File: config.mk
export PLATFORM = sky130hd
export DESIGN_NAME = pacman_motion_flat
export DESIGN_NICKNAME = d
export VERILOG_FILES = /design/src/rtl/pacman_motion_if.sv /design/src/rtl/pacman_motion.sv /design/src/flat_wrapper.sv
export SDC_FILE = /design/constraint.sdc
export NUM_CORES = 1
export LEC_CHECK = 0
export CORE_AREA = 10 10 106 108
export DETAILED_ROUTE_END_ITERATION = 6
export DIE_AREA = 0 0 116 118
export PLACE_DENSITY = 0.53
export RECOVER_POWER = 25
export SLEW_MARGIN = 20
export SYNTH_ARGS = -nofsm -noshare
export SYNTH_HDL_FRONTEND = slang
export SYNTH_SLANG_ARGS = --single-unit
File: constraint.sdc
create_clock -name Clk -period 4.8 [get_ports Clk]
set_clock_uncertainty 0.05 [all_clocks]
set_input_delay 0.96 -clock Clk [delete_from_list [all_inputs] [get_ports Clk]]
set_output_delay 0.96 -clock Clk [all_outputs]
set_load 0.02 [all_outputs]
File: src/rtl/pacman_motion_if.sv
// Bundle between the Pac-Man motion controller, its input sources, the wall-collision
// checker and the sprite renderer.
interface pacman_motion_if;
  logic       frame_clk;
  logic [7:0] keycode;
  logic       stop_motion;
  logic [9:0] pos_x;
  logic [9:0] pos_y;
  logic [9:0] probe_x_motion;
  logic [9:0] probe_y_motion;
  logic [2:0] cur_dir;
  logic       moving;
  logic       frame_done;

  // master: the environment (keyboard, vsync, collision checker, renderer)
  modport master (
    output frame_clk, keycode, stop_motion,
    input  pos_x, pos_y, probe_x_motion, probe_y_motion, cur_dir, moving, frame_done
  );

  // slave: the motion controller itself
  modport slave (
    input  frame_clk, keycode, stop_motion,
    output pos_x, pos_y, probe_x_motion, probe_y_motion, cur_dir, moving, frame_done
  );
endinterface

File: src/rtl/pacman_motion.sv
// Per-frame Pac-Man motion controller: buffers the WASD request and steps the sprite
// one pixel per clear probe of the external collision checker.
module pacman_motion #(
  parameter int START_X         = 16,
  parameter int START_Y         = 16,
  parameter int STEPS_PER_FRAME = 1
) (
  input  logic             Clk,
  input  logic             Reset,
  pacman_motion_if.slave   bus,
  output logic [1:0]       o_state
);

  typedef enum logic [1:0] {
    S_IDLE      = 2'd0,
    S_PROBE_REQ = 2'd1,
    S_PROBE_CUR = 2'd2,
    S_STEP      = 2'd3
  } state_t;

  typedef enum logic [2:0] {
    D_NONE  = 3'd0,
    D_UP    = 3'd1,
    D_DOWN  = 3'd2,
    D_LEFT  = 3'd3,
    D_RIGHT = 3'd4
  } dir_t;

  localparam logic [9:0] START_X_V = 10'(START_X);
  localparam logic [9:0] START_Y_V = 10'(START_Y);
  localparam logic [3:0] STEPS_V   = 4'(STEPS_PER_FRAME);

  function automatic dir_t key_to_dir(input logic [7:0] key);
    case (key)
      8'h1A:   key_to_dir = D_UP;
      8'h16:   key_to_dir = D_DOWN;
      8'h04:   key_to_dir = D_LEFT;
      8'h07:   key_to_dir = D_RIGHT;
      default: key_to_dir = D_NONE;
    endcase
  endfunction

  // Returns {x_motion, y_motion}; the unused axis is always zero.
  function automatic logic [19:0] dir_to_motion(input dir_t d);
    case (d)
      D_UP:    dir_to_motion = {10'h000, 10'h3FF};
      D_DOWN:  dir_to_motion = {10'h000, 10'h001};
      D_LEFT:  dir_to_motion = {10'h3FF, 10'h000};
      D_RIGHT: dir_to_motion = {10'h001, 10'h000};
      default: dir_to_motion = 20'h00000;
    endcase
  endfunction

  state_t     r_state;
  dir_t       r_req_dir;
  dir_t       r_cur_dir;
  logic [9:0] r_pos_x;
  logic [9:0] r_pos_y;
  logic       r_moving;
  logic       r_frame_done;
  logic [3:0] r_step_cnt;
  logic       r_frame_clk_d;

  state_t     w_state_next;
  dir_t       w_cur_next;
  dir_t       w_key_dir;
  dir_t       w_probe_dir;
  logic [9:0] w_pos_x_next;
  logic [9:0] w_pos_y_next;
  logic       w_moving_next;
  logic       w_done_next;
  logic [3:0] w_step_next;
  logic       w_frame_edge;
  logic [19:0] w_motion;

  assign w_key_dir    = key_to_dir(bus.keycode);
  assign w_frame_edge = bus.frame_clk & ~r_frame_clk_d;

  always_comb begin
    w_state_next  = r_state;
    w_cur_next    = r_cur_dir;
    w_pos_x_next  = r_pos_x;
    w_pos_y_next  = r_pos_y;
    w_moving_next = r_moving;
    w_done_next   = 1'b0;
    w_step_next   = r_step_cnt;
    w_probe_dir   = D_NONE;
    case (r_state)
      S_IDLE: begin
        if (w_frame_edge) begin
          w_step_next  = 4'd0;
          w_state_next = S_PROBE_REQ;
        end
      end
      S_PROBE_REQ: begin
        // The registered request is probed, so a key change this cycle waits a pass.
        w_probe_dir = r_req_dir;
        if (r_req_dir != D_NONE && !bus.stop_motion) begin
          w_cur_next   = r_req_dir;
          w_state_next = S_STEP;
        end else begin
          w_state_next = S_PROBE_CUR;
        end
      end
      S_PROBE_CUR: begin
        w_probe_dir = r_cur_dir;
        if (r_cur_dir != D_NONE && !bus.stop_motion) begin
          w_state_next = S_STEP;
        end else begin
          w_moving_next = 1'b0;
          w_done_next   = 1'b1;
          w_state_next  = S_IDLE;
        end
      end
      S_STEP: begin
        case (r_cur_dir)
          D_UP:    w_pos_y_next = r_pos_y - 10'd1;
          D_DOWN:  w_pos_y_next = r_pos_y + 10'd1;
          D_LEFT:  w_pos_x_next = r_pos_x - 10'd1;
          D_RIGHT: w_pos_x_next = r_pos_x + 10'd1;
          default: ;
        endcase
        w_moving_next = 1'b1;
        w_step_next   = r_step_cnt + 4'd1;
        if (r_step_cnt + 4'd1 == STEPS_V) begin
          w_done_next  = 1'b1;
          w_state_next = S_IDLE;
        end else begin
          w_state_next = S_PROBE_REQ;
        end
      end
      default: w_state_next = S_IDLE;
    endcase
  end

  always_ff @(posedge Clk) begin
    if (Reset) begin
      r_state       <= S_IDLE;
      r_req_dir     <= D_NONE;
      r_cur_dir     <= D_NONE;
      r_pos_x       <= START_X_V;
      r_pos_y       <= START_Y_V;
      r_moving      <= 1'b0;
      r_frame_done  <= 1'b0;
      r_step_cnt    <= 4'd0;
      r_frame_clk_d <= 1'b0;
    end else begin
      r_frame_clk_d <= bus.frame_clk;
      if (w_key_dir != D_NONE) r_req_dir <= w_key_dir;
      r_state       <= w_state_next;
      r_cur_dir     <= w_cur_next;
      r_pos_x       <= w_pos_x_next;
      r_pos_y       <= w_pos_y_next;
      r_moving      <= w_moving_next;
      r_frame_done  <= w_done_next;
      r_step_cnt    <= w_step_next;
    end
  end

  assign w_motion           = dir_to_motion(w_probe_dir);
  assign bus.probe_x_motion = w_motion[19:10];
  assign bus.probe_y_motion = w_motion[9:0];
  assign bus.pos_x          = r_pos_x;
  assign bus.pos_y          = r_pos_y;
  assign bus.cur_dir        = r_cur_dir;
  assign bus.moving         = r_moving;
  assign bus.frame_done     = r_frame_done;
  assign o_state            = r_state;

endmodule

File: src/flat_wrapper.sv
// flat-port wrapper written by rule: the top's interface ports become plain ports
module pacman_motion_flat 
#(
  parameter int START_X         = 16,
  parameter int START_Y         = 16,
  parameter int STEPS_PER_FRAME = 1
)
  (Clk, Reset, o_state, bus_frame_clk, bus_keycode, bus_stop_motion, bus_pos_x, bus_pos_y, bus_probe_x_motion, bus_probe_y_motion, bus_cur_dir, bus_moving, bus_frame_done);
  pacman_motion_if bus_i ();
  input  logic Clk;
  input  logic Reset;
  output logic [1:0] o_state;
  input wire logic [$bits(bus_i.frame_clk)-1:0] bus_frame_clk;
  input wire logic [$bits(bus_i.keycode)-1:0] bus_keycode;
  input wire logic [$bits(bus_i.stop_motion)-1:0] bus_stop_motion;
  output wire logic [$bits(bus_i.pos_x)-1:0] bus_pos_x;
  output wire logic [$bits(bus_i.pos_y)-1:0] bus_pos_y;
  output wire logic [$bits(bus_i.probe_x_motion)-1:0] bus_probe_x_motion;
  output wire logic [$bits(bus_i.probe_y_motion)-1:0] bus_probe_y_motion;
  output wire logic [$bits(bus_i.cur_dir)-1:0] bus_cur_dir;
  output wire logic [$bits(bus_i.moving)-1:0] bus_moving;
  output wire logic [$bits(bus_i.frame_done)-1:0] bus_frame_done;
  assign bus_i.frame_clk = bus_frame_clk;
  assign bus_i.keycode = bus_keycode;
  assign bus_i.stop_motion = bus_stop_motion;
  assign bus_pos_x = bus_i.pos_x;
  assign bus_pos_y = bus_i.pos_y;
  assign bus_probe_x_motion = bus_i.probe_x_motion;
  assign bus_probe_y_motion = bus_i.probe_y_motion;
  assign bus_cur_dir = bus_i.cur_dir;
  assign bus_moving = bus_i.moving;
  assign bus_frame_done = bus_i.frame_done;
  pacman_motion #(.START_X(START_X), .START_Y(START_Y), .STEPS_PER_FRAME(STEPS_PER_FRAME)) u_core (.Clk(Clk), .Reset(Reset), .bus(bus_i), .o_state(o_state));
endmodule
==> impl_metrics.yaml, run 1 <==
floorplanning:
  floorplan.die.width_um: 116
  fp-row-count: 35
  design.die.area_um2: 13700
  io-pin-count: 59
  initial_utilization: 0.293
  dieHeight_um: 118
  fp.coreArea_um2: 9110
timing:
  setup_repair_after_global_routing_missed_its_margin: "no"
  whs_ns: 0.441
  worst_max_slew_pin_slew_ns: 1.79
  drv_slew: 38
  slew_headroom: -0.191
  clock.fmax_ghz: 0.249
  period_minus_slack_ns: 4.02
  setup_violations_final: 0
  final.setup.tns_ns: 0
  report.final.hold_viol_count: 0
  final.period_utilization: 0.838
min_path:
  hold_depth: 2
  holdCritPathClass: "flop to flop"
  hold_start: "u_core.bus.pos_x[5]$_SDFFE_PP0P_"
  hold_end: "u_core.bus.pos_x[5]$_SDFFE_PP0P_"
finish:
  layout-drive-gt1-share: 0.0529
  final_util: 0.368
  most-common-layout-cells: "clkdlybuf4s50_1, dfxtp_1, nor2_1, nand2_1, a21oi_1"
  nets: 415
  layout_commonest_cell: "clkdlybuf4s50_1"
  diodes: 0
  finish.instance_area_um2: 3350
  num-fill-cells: 945
  synthToLayoutAreaGrowth_pct: 25.7
pwr:
  pleak_nw: 1.29
  power.ir.vdd_worst_mv: 0.109
  p_per_area_nw_per_um2: 203
cts:
  post_cts_resized: 0
  worst_skew_pair.late_latency_ns: 0.29
  cts_inserted_buffers: 5
  ctsHoldBuffers: 0
  postCtsSetupRepairBufs: 0
  tritoncts_num_sinks: 35
  cts_tree: "done"
  cts.clk_slew.worst_paths_ns: 0.08
  clk_root_buffer_cell: "clkbuf_8"
  cts_buffer_depth: 2
  h-tree-depth: 2
worst_setup_path:
  setup.worst_path.class: "input pin to flop"
  worstReg2RegEnd: "u_core.bus.pos_y[8]$_SDFFE_PP0P_"
  worstSetupEndpointType: "flop"
  regToRegStartpoint: "u_core.bus.cur_dir[0]$_SDFFE_PP0P_"
  worst-path-max-fanout: 37
  cp.arrival_ns: 4.16
  timing.reg2reg.worst_path_depth: 9
  crit_path_top_delay_cell: "clkbuf_1"
  cp_top_family: "buffers and inverters"
  critPathRequiredTime_ns: 4.94
  r2r_setup_slack_ns: 2.07
  worst_path_largest_cell_delay_ns: 1.28
  crit_path_cell_trace: "clkdlybuf4s50_1, clkbuf_1, inv_1, and3_1, a311o_1"
  worst-path-buf-inv: 3
  critical_path.startpoint_type: "input pin"
global_routing:
  largest_net_degree_at_the_start_of_global_routing: 38
  grt_pass1_wl_um: 11200
  grt.overflow.total: 0
  grt.total_usage: 0.0982
  vias_in_the_first_global_route: 2372
  grt_antenna_before_repair: 0
routing:
  detail_route.wl_per_cell_um: 14.2
  drcViolationCount: 0
  first_pass_iters: 4
  drtAntennaViolNets: 0
  first_iter_violations: 65
  route.final.wire_length_um: 6940
  via_per_inst: 5.09
  num_vias: 2488
yosys:
  ys_seq_area_frac: 0.263
  synthesis.yosys.warnings: 0
  synth-seq-cells: 35
  synth.avg_cell_area_um2: 7.94
  post-synth-top-area-fraction: 0.263
  synth_cells: 336
  synth_area_um2: 2670
  synthDistinctLibCells: 59
  synth_enable_flop_cells: 0
  synth-async-reset-ratio: 0
  syn-num-nets: 374
  yosys-top-cells-area: "dfxtp_1, ha_1, a21oi_1"
  yosys_most_used_dff: "dfxtp_1"
  synth.largest_area_cell: "dfxtp_1"
placed_design:
  routability_congestion: 0.770
  number_of_i_o_port_buffers: 58
  placedInstanceArea_um2: 3240
  detailedPlacementHpwl_um: 5310
outcome:
  violations: "max-capacitance violations, max-slew violations"
  status: "finished, violations left"
run:
  max_cap_violations: 1
tightest hold or removal path, delay by kind of cell (launching register included):
family          cells  cell delay [ns]
simple gates        1             0.06
compound gates      1             0.05
flops               1             0.34
worst max path at each step:
stage          slack, ns  cells past startpoint                          endpoint                            from
6_report            0.78                      5  u_core.bus.pos_y[6]$_SDFFE_PP0P_                           Reset
5_1_grt             0.46                      5  u_core.bus.pos_y[8]$_SDFFE_PP0P_                           Reset
4_1_cts             1.03                      7             bus_probe_x_motion[0]  u_core.o_state[0]$_SDFFE_PP0P_
3_5_place_dp        1.35                      7             bus_probe_x_motion[0]  u_core.o_state[0]$_SDFFE_PP0P_
3_3_place_gp        1.49                      7             bus_probe_x_motion[0]  u_core.o_state[0]$_SDFFE_PP0P_
2_1_floorplan       1.71                      6             bus_probe_x_motion[0]  u_core.o_state[0]$_SDFFE_PP0P_
synth_stat cells (4+ instances only):
library cell / instances
a211oi_1: 4
o21bai_1: 4
o21a_1: 7
ha_1: 24
and2_1: 4
a21oi_1: 27
buf_4: 16
nor2_1: 27
a31oi_1: 4
clkbuf_1: 7
nand2_1: 27
nand2b_1: 5
o21ai_0: 17
xnor2_1: 4
a21o_1: 5
and3_1: 6
dfxtp_1: 35
inv_1: 14
nor3_1: 12
nor2b_1: 11
nand3_1: 18
metal layers:
layer	routed length (um)	vias up	track usage
met5	0	-	0
met4	72	0	0.0282
met3	381	7	0.0301
met2	3300	39	0.165
met1	3180	1152	0.116
li1	-	1290	-
stage by stage:
step | power, W | setup WS, ns | std cells
2_1_floorplan | 0.000363 | 1.71 | 336
3_3_place_gp | 0.000400 | 1.49 | 481
3_5_place_dp | 0.000400 | 1.35 | 481
4_1_cts | 0.000690 | 1.03 | 489
5_1_grt | 0.000707 | 0.463 | 489
6_report | 0.000681 | 0.780 | 489
where the power goes:
part / switching (W) / internal (W)
Sequential: 0.00000601 / 0.000296
Combinational: 0.0000532 / 0.0000371
Clock: 0.000121 / 0.000168
cell families (layout without fill, tap and decap cells):
logic type      after synthesis  in the layout  synth area share
simple gates                126            126             0.239
compound gates               98             98             0.253
buf+inv                      41             83            0.0816
flops                        35             35             0.263
fa+ha+maj                    26             26             0.128
xor+xnor                      5              5            0.0164
mux                           5              5            0.0197
final cells by class:
class | count | area [um2] | area share
multi-input combinational | 260 | 1750 | 0.522
sequential | 35 | 701 | 0.209
timing repair buffer | 59 | 584 | 0.174
tap | 111 | 139 | 0.0414
clock buffer | 6 | 82.6 | 0.0246
inverter | 16 | 62.6 | 0.0187
clock inverter | 2 | 35.0 | 0.0104
state kept, by name (all words and copies together), names as in the netlist:
register               flops
u_core.bus.pos_y          10
u_core.bus.frame_done      1
u_core.bus.cur_dir         3
u_core.r_frame_clk_d       1
u_core.r_req_dir           3
u_core.bus.moving          1
u_core.r_step_cnt          4
u_core.bus.pos_x          10
u_core.o_state             2
Note: power is estimated with default switching activity, not from simulation.
==> inputs of run 2 (changes only) <==
--- a/config.mk
+++ b/config.mk
@@ -8,7 +8,7 @@
 export CORE_AREA = 10 10 106 108
 export DETAILED_ROUTE_END_ITERATION = 6
 export DIE_AREA = 0 0 116 118
-export PLACE_DENSITY = 0.53
+export PLACE_DENSITY = 0.55
 export RECOVER_POWER = 25
 export SLEW_MARGIN = 20
 export SYNTH_ARGS = -nofsm -noshare
==> constraint.sdc (replaced) <==
create_clock -name Clk -period 3.38 [get_ports Clk]
set_clock_uncertainty 0.05 [all_clocks]
set_input_delay 0.676 -clock Clk [delete_from_list [all_inputs] [get_ports Clk]]
set_output_delay 0.676 -clock Clk [all_outputs]
set_load 0.02 [all_outputs]
==> run 2 against run 1 <==
Against the previous run:
- the run now ends clean
- cell count grew 0.61%
- critical path type is now flop to output pin
- utilization grew 0.27 points
- sequential power grew 42%
- design area grew 0.75%
- via count grew 0.32%
- routed wire length shrank 0.88%
- non-clock buffer count grew 3
- register-to-register slack lost 1.5 ns
- die area is the same
- critical path depth grew 1
- largest cell class unchanged
- highest routed layer unchanged
- sequential share of layout area shrank 0.15 points
- first-iteration DRC count grew 26%
==> impl_metrics.yaml, run 2 (same netlist as run 1, synthesis figures left out) <==
routing:
  detail_route.wl_per_cell_um: 14.0
  drtAntennaViolNets: 0
  drcViolationCount: 0
  first_pass_iters: 4
  first_iter_violations: 82
  num_vias: 2496
  route.final.wire_length_um: 6880
  via_per_inst: 5.07
worst_setup_path:
  worst-path-max-fanout: 9
  crit_path_cell_trace: "inv_1, ha_1, a22oi_1, nand3_1, nor2_2, clkdlybuf4s50_1"
  crit_path_top_delay_cell: "clkdlybuf4s50_1"
  critical_path.startpoint_type: "flop"
  critPathRequiredTime_ns: 2.65
  worst_path_largest_cell_delay_ns: 0.68
  cp.arrival_ns: 2.43
  setup.worst_path.class: "flop to output pin"
  worstSetupEndpointType: "output pin"
timing:
  final.setup.tns_ns: 0
  setup_violations_final: 0
  drv_slew: 0
  post-route-worst-setup-slack_ns: 0.223
  setup_repair_after_global_routing_missed_its_margin: "no"
  final.period_utilization: 0.934
  period_minus_slack_ns: 3.16
  report.final.hold_viol_count: 0
  slew_headroom: 0.445
  clock.fmax_ghz: 0.317
  worst_max_slew_pin_slew_ns: 0.832
cts:
  post_cts_resized: 0
  cts_buffer_depth: 2
  worst_skew_pair.late_latency_ns: 0.29
  ctsHoldBuffers: 0
  postCtsSetupRepairBufs: 0
  cts_tree: "done"
  h-tree-depth: 2
  clk_root_buffer_cell: "clkbuf_8"
  tritoncts_num_sinks: 35
  cts_inserted_buffers: 5
  cts.clk_slew.worst_paths_ns: 0.08
finish:
  layout-drive-gt1-share: 0.0604
  finish.instance_area_um2: 3380
  layout_commonest_cell: "clkdlybuf4s50_1"
  synthToLayoutAreaGrowth_pct: 26.6
  nets: 418
  diodes: 0
  most-common-layout-cells: "clkdlybuf4s50_1, dfxtp_1, nand2_1, a21oi_1, nor2_1"
  num-fill-cells: 961
run:
  max_cap_violations: 0
global_routing:
  grt.total_usage: 0.0999
  groute.layer.met2.usage: 0.162
  top_usage_layer: "met2"
  largest_net_degree_at_the_start_of_global_routing: 19
  grt.overflow.total: 0
  grt_pass1_wl_um: 11500
  vias_in_the_first_global_route: 2404
  grt_util_met3: 0.0311
  met1_demand_to_capacity_share_in_global_routing: 0.122
  grt_antenna_before_repair: 0
placed_design:
  dp_worst_setup_slack_ns: 0.348
  number_of_i_o_port_buffers: 58
  routability_congestion: 0.782
  placedInstanceArea_um2: 3260
  detailedPlacementHpwl_um: 5330
outcome:
  status: "finished, final reports clean"
floorplanning:
  fp.coreArea_um2: 9110
  dieHeight_um: 118
  io-pin-count: 59
  initial_utilization: 0.293
  fp-row-count: 35
  design.die.area_um2: 13700
  floorplan.die.width_um: 116
pwr:
  p_per_area_nw_per_um2: 285
  power.ir.vdd_worst_mv: 0.133
  pleak_nw: 1.33
min_path:
  holdCritPathClass: "flop to flop"
==> run 2: worst max-delay path: cells and delay by family, from the launching register on <==
| family | cells | cell delay [ns] |
|---|---|---|
| compound gates | 1 | 0.24 |
| fa+ha+maj | 1 | 0.25 |
| simple gates | 2 | 0.43 |
| buf+inv | 2 | 0.79 |
| flops | 1 | 0.44 |
==> run 2: power by group <==
group	leakage [nW]	internal, W	switching, W
registers	0.283	0.000420	0.00000931
logic	0.990	0.0000527	0.0000742
clock network	0.0612	0.000239	0.000167
==> run 2: per-layer routing <==
layer	share of wire	wire, um	vias up
li1	-	-	1299
met1	0.46	3170	1145
met2	0.47	3220	46
met3	0.059	407	6
met4	0.011	76	0
met5	0	0	-
==> run 2: worst paths after layout <==
kind	from	end	slack (ns)	depth (start not counted)
max	u_core.o_state[0]$_SDFFE_PP0P_	bus_probe_y_motion[8]	0.22	6
min	u_core.bus.pos_y[7]$_SDFFE_PP0P_	u_core.bus.pos_y[7]$_SDFFE_PP0P_	0.44	2
max reg2reg	u_core.bus.cur_dir[2]$_SDFFE_PP0P_	u_core.bus.pos_x[6]$_SDFFE_PP0P_	0.59	7
min reg2reg	u_core.bus.pos_y[7]$_SDFFE_PP0P_	u_core.bus.pos_y[7]$_SDFFE_PP0P_	0.44	2
==> run 2: area by class of cell <==
| class | count | area [um2] | share of cell area |
|---|---|---|---|
| Clock buffer | 6 | 82.6 | 0.0244 |
| Clock inverter | 2 | 35.0 | 0.0104 |
| Inverter | 16 | 62.6 | 0.0185 |
| Multi-Input combinational cell | 260 | 1750 | 0.518 |
| Sequential cell | 35 | 701 | 0.207 |
| Tap cell | 111 | 139 | 0.0411 |
| Timing Repair Buffer | 62 | 609 | 0.180 |
==> run 2: through the flow <==
stage	total power, W	hold WS [ns]	util	cells
4_1_cts	0.000979	0.444	0.371	492
6_report	0.000962	0.437	0.371	492
3_3_place_gp	0.000568	0.423	0.358	484
5_1_grt	0.00101	0.468	0.371	492
2_1_floorplan	0.000516	0.418	-	336
3_5_place_dp	0.000567	0.432	0.358	484
==> inputs of run 3 (changes only) <==
--- a/config.mk
+++ b/config.mk
@@ -5,10 +5,11 @@
 export SDC_FILE = /design/constraint.sdc
 export NUM_CORES = 1
 export LEC_CHECK = 0
-export CORE_AREA = 10 10 106 108
+export CORE_AREA = 10 10 88 90
 export DETAILED_ROUTE_END_ITERATION = 6
-export DIE_AREA = 0 0 116 118
-export PLACE_DENSITY = 0.55
+export DIE_AREA = 0 0 98 100
+export HOLD_SLACK_MARGIN = 0.06
+export PLACE_DENSITY = 0.76
 export RECOVER_POWER = 25
 export SLEW_MARGIN = 20
 export SYNTH_ARGS = -nofsm -noshare
==> run 3 against run 2 <==
Against the previous run:
- worst setup slack got worse by 0.046 ns
- total power fell by 9.9%
- cell count fell by 7.3%
- register-to-register slack got worse by 0.14 ns
- clock power fell by 23%
- combinational power barely moved
==> impl_metrics.yaml, run 3 (same netlist as run 1, synthesis figures left out) <==
finish:
  layout_commonest_cell: "clkdlybuf4s50_1"
  diodes: 0
  ff_latch_area_um2: 701
  num-fill-cells: 598
  layout-drive-gt1-share: 0.0528
  most-common-layout-cells: "clkdlybuf4s50_1, dfxtp_1, nand2_1, a21oi_1, nor2_1"
  synthToLayoutAreaGrowth_pct: 23.1
  nets: 417
  multiInputGateArea_um2: 1740
pwr:
  p_int_w: 0.000632
  power.net_switching_w: 0.000235
  power_frac_seq: 0.495
  pleak_nw: 1.30
  fin_total_pwr_w: 0.000867
  p_sw_frac: 0.271
  power.ir.vdd_worst_mv: 0.193
  clockPowerShare: 0.361
  comb_power_share: 0.144
  p_per_area_nw_per_um2: 264
cts:
  tritoncts_num_sinks: 35
  cts_buffer_depth: 2
  clk_root_buffer_cell: "clkbuf_8"
  cts_tree: "done"
  cts_inserted_buffers: 5
  worst_skew_pair.late_latency_ns: 0.29
  cts.clk_slew.worst_paths_ns: 0.07
  postCtsSetupRepairBufs: 0
  h-tree-depth: 2
floorplanning:
  initial_utilization: 0.435
  floorplan.die.width_um: 98
  fp-row-count: 29
  design.die.area_um2: 9800
  fp.coreArea_um2: 6130
  dieHeight_um: 100
  io-pin-count: 59
global_routing:
  grt.overflow.total: 0
  grt.total_usage: 0.126
  largest_net_degree_at_the_start_of_global_routing: 21
  vias_in_the_first_global_route: 2347
  grt_pass1_wl_um: 10600
  grt_antenna_before_repair: 0
worst_setup_path:
  r2r_setup_slack_ns: 0.45
  worstSetupEndpointType: "output pin"
  startpoint: "u_core.o_state[1]$_SDFFE_PP0P_"
  cp_top_family: "buffers and inverters"
  crit_path_cell_trace: "inv_1, ha_1, a22o_1, nor2b_1, buf_4, or2_2, clkdlybuf4s50_1"
  crit_path_top_delay_cell: "clkdlybuf4s50_1"
  cp.arrival_ns: 2.48
  worst-path-buf-inv: 3
  timing.reg2reg.worst_path_depth: 6
  worst_path_largest_cell_delay_ns: 0.54
  worstReg2RegEnd: "u_core.bus.pos_x[7]$_SDFFE_PP0P_"
  critical_path.startpoint_type: "flop"
  critPathRequiredTime_ns: 2.65
  worst-path-max-fanout: 10
  regToRegStartpoint: "u_core.bus.cur_dir[0]$_SDFFE_PP0P_"
  setup.worst_path.class: "flop to output pin"
  critical_path_depth: 7
routing:
  first_pass_iters: 4
  first_iter_violations: 49
  met3RoutedLength_um: 352
  route.final.wire_length_um: 6400
  drcViolationCount: 0
  met1_length_um: 2830
  detail_route.wl_per_cell_um: 14.0
  met2WireLength_um: 3130
  via_per_inst: 5.46
  top_layer_used: "met4"
  num_vias: 2491
  drtAntennaViolNets: 0
timing:
  report.final.hold_viol_count: 0
  setup_violations_final: 0
  drv_slew: 0
  slew_headroom: 0.205
  worst_max_slew_pin_slew_ns: 1.18
  final.setup.tns_ns: 0
  setup_repair_after_global_routing_missed_its_margin: "no"
  clock.fmax_ghz: 0.312
  period_minus_slack_ns: 3.20
  final.period_utilization: 0.948
placed_design:
  detailedPlacementHpwl_um: 4950
  number_of_i_o_port_buffers: 58
  routability_congestion: 0.814
min_path:
  hold_start: "u_core.bus.pos_y[7]$_SDFFE_PP0P_"
  holdCritPathClass: "flop to flop"
  hold_depth: 2
  hold_end: "u_core.bus.pos_y[7]$_SDFFE_PP0P_"
run:
  max_cap_violations: 0
outcome:
  status: "finished, final reports clean"
-- run 3: changes by cell type in the layout (fill, tap and decap cells not counted), sizes merged --
| cell | previous run | this run |
|---|---|---|
| buf | 3 | 2 |
| dlymetal6s2s | 1 | 0 |
| bufinv | 1 | 0 |
| clkdlybuf4s50 | 47 | 48 |
-- run 3: tightest hold or removal path, cell delays in order (launching register included) --
cell     delay, ns
dfxtp_1       0.33
nand3_1       0.07
nand2_1       0.04
-- run 3: worst max path at each step --
stage,endpoint,slack [ns]
3_5_place_dp,bus_probe_y_motion[8],0.39
4_1_cts,bus_probe_y_motion[8],0.08
3_3_place_gp,bus_probe_y_motion[9],0.53
6_report,bus_probe_x_motion[0],0.18
5_1_grt,bus_probe_x_motion[0],0.02
2_1_floorplan,bus_probe_x_motion[0],0.57
-- run 3: cell type report --
type / instances / area share
inverter: 16 / 0.0190
clock buffer: 6 / 0.0251
multi-input combinational: 260 / 0.529
clock inverter: 1 / 0.00152
tap: 77 / 0.0293
timing repair buffer: 61 / 0.182
sequential: 35 / 0.213
-- run 3: power groups by stage --
stage / Combinational (W) / Clock (W) / Sequential (W)
after floorplan: 0.0000715 / 0 / 0.000445
after global placement: 0.000124 / 0 / 0.000438
after detailed placement: 0.000126 / 0 / 0.000439
after CTS: 0.000127 / 0.000325 / 0.000429
after global routing: 0.000138 / 0.000343 / 0.000430
final: 0.000125 / 0.000313 / 0.000429
-- run 3: timing repair --
item / 4_1_cts / 5_1_grt
hold buffers: 0 / 0
setup endpoints to repair: 0 / 9
resized for setup: 0 / 1
-- run 3: per-layer routing --
metal / global-route usage / vias up
met5: 0 / -
met4: 0.0414 / 0
met3: 0.0412 / 9
met2: 0.223 / 48
met1: 0.139 / 1134
li1: - / 1300
-- run 3: through the flow --
step           hold slack [ns]  utilization  area [um2]  std cells  setup slack, ns
3_5_place_dp             0.422        0.524        3210        449            0.392
6_report                 0.427        0.536        3280        456            0.177
3_3_place_gp             0.424        0.524        3210        449            0.535
5_1_grt                  0.479        0.536        3280        456           0.0151
4_1_cts                  0.434        0.538        3300        456           0.0792
2_1_floorplan            0.418            -        2670        336            0.571
